===== src/rtl/calc_rw_flow_ctrl_pkg.sv =====
// Shared types for the calculator read/write flow controller: state encodings and latched command.
package calc_ctrl_pkg;

  localparam logic [2:0] ST_IDLE     = 3'd0;
  localparam logic [2:0] ST_READMEM  = 3'd1;
  localparam logic [2:0] ST_WRITEMEM = 3'd2;
  localparam logic [2:0] ST_SAMPLE   = 3'd3;
  localparam logic [2:0] ST_TRANSFER = 3'd4;

  typedef enum logic [2:0] {
    CS_IDLE     = ST_IDLE,
    CS_READMEM  = ST_READMEM,
    CS_WRITEMEM = ST_WRITEMEM,
    CS_SAMPLE   = ST_SAMPLE,
    CS_TRANSFER = ST_TRANSFER
  } ctrl_state_e;

  typedef struct packed {
    logic mode;
    logic rw;
  } cmd_t;

  function automatic logic is_mem_state(input logic [2:0] s);
    return (s == ST_READMEM) || (s == ST_WRITEMEM);
  endfunction

endpackage


===== src/rtl/calc_rw_flow_ctrl_if.sv =====
// Command/status bundle between decoder, flow controller, memory and serial transmitter.
interface calc_rw_flow_ctrl_if #(
  parameter int BEAT_W = 1
);
  logic              ValidCmd;
  logic              RW;
  logic              Mode;
  logic              Active;
  logic              TxDone;
  logic              AccessMem;
  logic              RWMem;
  logic              SampleData;
  logic              TxData;
  logic              Busy;
  logic [BEAT_W-1:0] BeatIdx;
  logic              CmdDrop;
  logic              Abort;
  logic              TimeoutErr;

  modport master (
    output ValidCmd, RW, Mode, Active, TxDone,
    input  AccessMem, RWMem, SampleData, TxData, Busy, BeatIdx, CmdDrop, Abort, TimeoutErr
  );

  modport slave (
    input  ValidCmd, RW, Mode, Active, TxDone,
    output AccessMem, RWMem, SampleData, TxData, Busy, BeatIdx, CmdDrop, Abort, TimeoutErr
  );
endinterface


===== src/rtl/calc_rw_flow_ctrl_cnt.sv =====
// Loadable down counter with zero flag; saturates at zero, load wins over decrement.
module ctrl_down_counter #(
  parameter int WIDTH = 4
) (
  input  logic             clk,
  input  logic             rst_n,
  input  logic             load,
  input  logic [WIDTH-1:0] load_val,
  input  logic             dec,
  output logic             zero
);
  logic [WIDTH-1:0] cnt;

  always_ff @(posedge clk) begin
    if (!rst_n) begin
      cnt <= '0;
    end else if (load) begin
      cnt <= load_val;
    end else if (dec && (cnt != '0)) begin
      cnt <= cnt - 1'b1;
    end
  end

  assign zero = (cnt == '0);
endmodule


===== src/rtl/calc_rw_flow_ctrl.sv =====
// Flow controller: memory beats -> sample -> transmit per command, one-deep pending slot, abort on Active loss.
// Read ValidCmd->TxData = MEM_LAT+2 cycles, direct = 2; CTRL_FLOW_TIMEOUT_EN adds a TRANSFER watchdog.
module calc_rw_flow_ctrl
  import calc_ctrl_pkg::*;
#(
  parameter int MEM_LAT     = 1,
  parameter int BURST_LEN   = 1,
  parameter int TIMEOUT_CYC = 256
) (
  input logic                Clk,
  input logic                Reset,
  calc_rw_flow_ctrl_if.slave bus
);
  localparam int BEAT_W = $clog2(BURST_LEN + 1);
  localparam int LAT_W  = $clog2(MEM_LAT + 1);
  localparam logic [BEAT_W-1:0] LAST_BEAT = BEAT_W'(BURST_LEN - 1);

  logic [2:0]        state, state_nxt;
  cmd_t              cmd_q, cmd_nxt, cmd_in, src;
  cmd_t              pend_q, pend_nxt;
  logic              pend_vld, pend_vld_nxt, src_vld;
  logic [BEAT_W-1:0] beat, beat_nxt;
  logic              drop_q, drop_nxt, abort_q, abort_nxt, tmo_q, tmo_hit;
  logic              in_mem, lat_load, lat_zero, kill;

  assign in_mem   = is_mem_state(state);
  assign cmd_in   = {bus.Mode, bus.RW};
  assign kill     = (in_mem || (state == ST_SAMPLE)) && !bus.Active;
  assign lat_load = is_mem_state(state_nxt) && !in_mem;

  ctrl_down_counter #(.WIDTH(LAT_W)) u_lat_cnt (
    .clk      (Clk),
    .rst_n    (Reset),
    .load     (lat_load),
    .load_val (LAT_W'(MEM_LAT - 1)),
    .dec      (in_mem),
    .zero     (lat_zero)
  );

`ifdef CTRL_FLOW_TIMEOUT_EN
  localparam int TMO_W = $clog2(TIMEOUT_CYC + 1);
  logic in_xfer, tmo_zero;

  assign in_xfer = (state == ST_TRANSFER);

  // Reloaded every cycle outside TRANSFER and on TxDone, so each transfer gets a fresh budget.
  ctrl_down_counter #(.WIDTH(TMO_W)) u_tmo_cnt (
    .clk      (Clk),
    .rst_n    (Reset),
    .load     (!in_xfer || bus.TxDone),
    .load_val (TMO_W'(TIMEOUT_CYC - 1)),
    .dec      (in_xfer),
    .zero     (tmo_zero)
  );

  assign tmo_hit = in_xfer && !bus.TxDone && tmo_zero;
`else
  // No watchdog in this build; the expression folds to constant 0.
  assign tmo_hit = (TIMEOUT_CYC < 0);
`endif

  always_comb begin
    state_nxt    = state;
    cmd_nxt      = cmd_q;
    pend_vld_nxt = pend_vld;
    pend_nxt     = pend_q;
    beat_nxt     = beat;
    drop_nxt     = 1'b0;
    abort_nxt    = 1'b0;
    src_vld      = pend_vld || (bus.ValidCmd && bus.Active);
    src          = pend_vld ? pend_q : cmd_in;

    case (state)
      ST_IDLE: begin
        if (pend_vld) begin
          pend_vld_nxt = bus.ValidCmd && bus.Active;
          pend_nxt     = cmd_in;
        end
        if (src_vld) begin
          cmd_nxt  = src;
          beat_nxt = '0;
          if (!src.mode)   state_nxt = ST_SAMPLE;
          else if (src.rw) state_nxt = ST_WRITEMEM;
          else             state_nxt = ST_READMEM;
        end
      end
      ST_READMEM:  if (lat_zero) state_nxt = ST_SAMPLE;
      ST_WRITEMEM: if (lat_zero) state_nxt = ST_IDLE;
      ST_SAMPLE:   state_nxt = ST_TRANSFER;
      ST_TRANSFER: begin
        if (bus.TxDone) begin
          if (cmd_q.mode && !cmd_q.rw && (beat != LAST_BEAT)) begin
            beat_nxt  = beat + BEAT_W'(1);
            state_nxt = ST_READMEM;
          end else begin
            state_nxt = ST_IDLE;
          end
        end
      end
      default: state_nxt = ST_IDLE;
    endcase

    if ((state != ST_IDLE) && bus.ValidCmd) begin
      if (!pend_vld) begin
        pend_vld_nxt = 1'b1;
        pend_nxt     = cmd_in;
      end else begin
        drop_nxt = 1'b1;
      end
    end

    // Abort and timeout discard everything, including a command arriving this cycle.
    if (kill || tmo_hit) begin
      state_nxt    = ST_IDLE;
      pend_vld_nxt = 1'b0;
      drop_nxt     = 1'b0;
      abort_nxt    = kill;
    end

    if (state_nxt == ST_IDLE) beat_nxt = '0;
  end

  always_ff @(posedge Clk) begin
    if (!Reset) begin
      state    <= ST_IDLE;
      cmd_q    <= '0;
      pend_vld <= 1'b0;
      pend_q   <= '0;
      beat     <= '0;
      drop_q   <= 1'b0;
      abort_q  <= 1'b0;
      tmo_q    <= 1'b0;
    end else begin
      state    <= state_nxt;
      cmd_q    <= cmd_nxt;
      pend_vld <= pend_vld_nxt;
      pend_q   <= pend_nxt;
      beat     <= beat_nxt;
      drop_q   <= drop_nxt;
      abort_q  <= abort_nxt;
      tmo_q    <= tmo_hit;
    end
  end

  assign bus.AccessMem  = in_mem;
  assign bus.RWMem      = (state == ST_WRITEMEM);
  assign bus.SampleData = (state == ST_SAMPLE);
  assign bus.TxData     = (state == ST_TRANSFER);
  assign bus.Busy       = (state != ST_IDLE);
  assign bus.BeatIdx    = beat;
  assign bus.CmdDrop    = drop_q;
  assign bus.Abort      = abort_q;
  assign bus.TimeoutErr = tmo_q;
endmodule


===== src/flat_wrapper.sv =====
// flat-port wrapper written by rule: the top's interface ports become plain ports
module calc_rw_flow_ctrl_flat import calc_ctrl_pkg::*;
#(
  parameter int MEM_LAT     = 1,
  parameter int BURST_LEN   = 1,
  parameter int TIMEOUT_CYC = 256
)
  (Clk, Reset, bus_ValidCmd, bus_RW, bus_Mode, bus_Active, bus_TxDone, bus_AccessMem, bus_RWMem, bus_SampleData, bus_TxData, bus_Busy, bus_BeatIdx, bus_CmdDrop, bus_Abort, bus_TimeoutErr);
  calc_rw_flow_ctrl_if #(.BEAT_W(($clog2(BURST_LEN + 1)))) bus_i ();
  input logic Clk;
  input logic Reset;
  input wire logic [$bits(bus_i.ValidCmd)-1:0] bus_ValidCmd;
  input wire logic [$bits(bus_i.RW)-1:0] bus_RW;
  input wire logic [$bits(bus_i.Mode)-1:0] bus_Mode;
  input wire logic [$bits(bus_i.Active)-1:0] bus_Active;
  input wire logic [$bits(bus_i.TxDone)-1:0] bus_TxDone;
  output wire logic [$bits(bus_i.AccessMem)-1:0] bus_AccessMem;
  output wire logic [$bits(bus_i.RWMem)-1:0] bus_RWMem;
  output wire logic [$bits(bus_i.SampleData)-1:0] bus_SampleData;
  output wire logic [$bits(bus_i.TxData)-1:0] bus_TxData;
  output wire logic [$bits(bus_i.Busy)-1:0] bus_Busy;
  output wire logic [$bits(bus_i.BeatIdx)-1:0] bus_BeatIdx;
  output wire logic [$bits(bus_i.CmdDrop)-1:0] bus_CmdDrop;
  output wire logic [$bits(bus_i.Abort)-1:0] bus_Abort;
  output wire logic [$bits(bus_i.TimeoutErr)-1:0] bus_TimeoutErr;
  assign bus_i.ValidCmd = bus_ValidCmd;
  assign bus_i.RW = bus_RW;
  assign bus_i.Mode = bus_Mode;
  assign bus_i.Active = bus_Active;
  assign bus_i.TxDone = bus_TxDone;
  assign bus_AccessMem = bus_i.AccessMem;
  assign bus_RWMem = bus_i.RWMem;
  assign bus_SampleData = bus_i.SampleData;
  assign bus_TxData = bus_i.TxData;
  assign bus_Busy = bus_i.Busy;
  assign bus_BeatIdx = bus_i.BeatIdx;
  assign bus_CmdDrop = bus_i.CmdDrop;
  assign bus_Abort = bus_i.Abort;
  assign bus_TimeoutErr = bus_i.TimeoutErr;
  calc_rw_flow_ctrl #(.MEM_LAT(MEM_LAT), .BURST_LEN(BURST_LEN), .TIMEOUT_CYC(TIMEOUT_CYC)) u_core (.Clk(Clk), .Reset(Reset), .bus(bus_i));
endmodule

===== config.mk =====
export PLATFORM = sky130hd
export DESIGN_NAME = calc_rw_flow_ctrl_flat
export DESIGN_NICKNAME = d
export VERILOG_FILES = /design/src/rtl/calc_rw_flow_ctrl_pkg.sv /design/src/rtl/calc_rw_flow_ctrl_if.sv /design/src/rtl/calc_rw_flow_ctrl_cnt.sv /design/src/rtl/calc_rw_flow_ctrl.sv /design/src/flat_wrapper.sv
export SDC_FILE = /design/constraint.sdc
export NUM_CORES = 1
export LEC_CHECK = 0
export BUFFER_PORTS_ARGS = -buffer_cell sky130_fd_sc_hd__buf_2
export CAP_MARGIN = 0
export CORE_MARGIN = 3
export CORE_UTILIZATION = 35
export DETAILED_ROUTE_END_ITERATION = 8
export HOLD_SLACK_MARGIN = 0.08
export PLACE_DENSITY = 0.67
export SETUP_SLACK_MARGIN = 0.02
export SYNTH_ARGS = -nofsm -noshare
export SYNTH_HDL_FRONTEND = slang
export SYNTH_SLANG_ARGS = --single-unit

===== constraint.sdc =====
create_clock -name Clk -period 2.47 [get_ports Clk]
set_input_delay 0.6175 -clock Clk [delete_from_list [all_inputs] [get_ports Clk]]
set_output_delay 0.6175 -clock Clk [all_outputs]
set_load 0.05 [all_outputs]

==> out/results.ini <==
[cts]
ctsHoldBuffers = 0
clk_pin_slew_ns = 0.07
clk_latency_ns = 0.27
cts_tree = done
cts_buffer_depth = 2
cts_setup_buffers = 0
numClockSinks = 12
cts_root_buf = clkbuf_4
cts_resized = 0
cts_max_level = 1
cts_buffers = 3

[logic_synthesis]
netlist_area_um2 = 738
synth.area.top_cells = dfxtp_1 (33%), nor2_1 (5.6%), mux2i_1 (5.4%)
ys_ff_latch = 12
ys_warn_count = 0
synth_cells = 90
synth_ff_type = dfxtp_1
yosysTopAreaCellShare_pct = 32.5
postSynth.asyncResetShare_pct = 0
yosysSeqAreaShare_pct = 32.5
syn-num-nets = 97
synth_common_cells = dfxtp_1 (12), nor2_1 (11), nand2_1 (7)
yosysMostFrequentCell = dfxtp_1
ys_types = 39
syn_avg_cell_area_um2 = 8.20
synth-edff-count = 0
yosysTopAreaCell = dfxtp_1

[pwr]
ir_drop_mv = 0.254
p_leak_uw = 0.000343
power_density_nw_per_um2 = 555

[timing]
fin_crit_ns = 2.21
final.setup.worst_slack_ns = 0.264
period_share_pct = 89.3
clock_skew_ns = 0.00584
grt_setup_unrepaired = no
setup_violations = 0
holdWs_ns = 0.495
hold_viol = 0
setup_tns_ns = 0
drv_slew = 0
fmax_mhz = 453

[die]
die_x_um = 51.9
initial_utilization_pct = 39.7
core_area_um2 = 1860
die-height_um = 51.9
die_area_um2 = 2700
io_pins = 16
rows = 15

[cells_and_area]
diodes = 0
post_route_cells_drive_above_1_share_pct = 24.0
final_net_count = 109
n_fill_cell = 182
area.growth.synth_to_final_pct = 11.0
final_util_pct = 44.1
fin_area_um2 = 820

[global_route]
grt_pass1_wl_um = 2470
grt_pass1_vias = 565
overflow = 0
grt_max_degree = 15
antenna_found_initial = 0
grt_usage_pct = 12.5

[min_path]
hold_class = reg -> reg

[drt]
viasPerCell = 5.18
dr_wl_met2_um = 727
drt-total-wl_um = 1540
ant_nets = 0
wire_per_inst_um = 12.3
routed.top_layer = met4
num_vias = 647
wl_met3_um = 80
routedLengthMet1_um = 724
first_pass_iters = 5
drc = 0
dr.first_iter.drc_count = 26

[placed_design]
port_buffers = 14
gp_congestion = 0.756
dpl.hpwl_um = 1140
placed_area_um2 = 797
pre_cts_ws_ns = 0.509

[worst_setup_path]
crit_fanout = 10
worstPathRequired_ns = 1.85
worstPathArrival_ns = 1.59
crit_type = reg -> out
endpoint_kind = primary output
start_kind = flip-flop

[job]
cap_viol_max_count = 0

[status]
outcome = finished clean

==> registers in the layout, indices dropped and copies added (netlist names) <==
register              count
u_core.bus.BeatIdx        1
u_core.bus.CmdDrop        1
u_core.bus.Abort          1
u_core.state              3
u_core.cmd_q              2
u_core.pend_vld           1
u_core.pend_q             2
u_core.u_lat_cnt.cnt      1
==> logic make-up (layout without fill, tap and decap cells) <==
logic type,count (synthesis),count (layout),synth area share (%)
and+or+nand+nor,38,38,27.5
DFF,12,12,32.5
muxes,4,4,5.42
buffers and inverters,12,22,8.64
xor gates and xnor gates,2,2,2.37
other,1,1,0.508
AOI/OAI and AO/OA,21,21,23.1
==> power breakdown <==
group          switching (uW)  total (uW)  internal, uW
clock network            62.8         119          56.4
logic                    76.4         120          43.4
registers                13.1         215           202
==> layout by cell type (no fill, tap or decap), drive strengths merged, types with 3 or more instances in the layout <==
| cell | count |
|---|---|
| inv | 5 |
| buf | 14 |
| clkbuf | 3 |
| dfxtp | 12 |
| o21ai | 3 |
| nor2 | 11 |
| nand3 | 4 |
| nand2 | 7 |
| nor2b | 3 |
| a21oi | 4 |
| mux2i | 4 |
==> final timing paths <==
check / start / to / slack, ns / cells after the start
setup / recovery: u_core.state[0]$_SDFF_PN0_ / bus_TxData / 0.26 / 4
hold reg to reg: u_core.bus.BeatIdx$_SDFFE_PP0P_ / u_core.bus.BeatIdx$_SDFFE_PP0P_ / 0.49 / 2
setup reg to reg: u_core.state[0]$_SDFF_PN0_ / u_core.bus.BeatIdx$_SDFFE_PP0P_ / 0.70 / 5
hold / removal: u_core.bus.BeatIdx$_SDFFE_PP0P_ / u_core.bus.BeatIdx$_SDFFE_PP0P_ / 0.49 / 2
==> metal layers <==
layer / up-vias / GRT usage, %
li1: 339 / -
met2: 12 / 18.2
met4: 0 / 2.62
met1: 294 / 16.4
met5: - / 0
met3: 2 / 6.30
==> critical path, stage by stage (launching register included) <==
cell and delay [ns]:
dfxtp_1 0.45, nor2_1 0.42, nand2_1 0.13, inv_1 0.07, buf_2 0.25
==> metrics by stage <==
stage          instances  power [uW]
6_report             125         454
5_1_grt              125         478
4_1_cts              125         460
3_5_place_dp         122         339
3_3_place_gp         122         339
2_1_floorplan         90         319
==> final cells by class <==
cell class                 instances  area (um2)  share of cell area [%]
timing repair buffer              14        70.1                    8.55
clock buffer                       3        22.5                    2.75
inverter                           5        21.3                    2.60
multi-input combinational         66         434                    53.0
tap                               25        31.3                    3.82
sequential                        12         240                    29.3
Power figures use the tool's default switching activity.
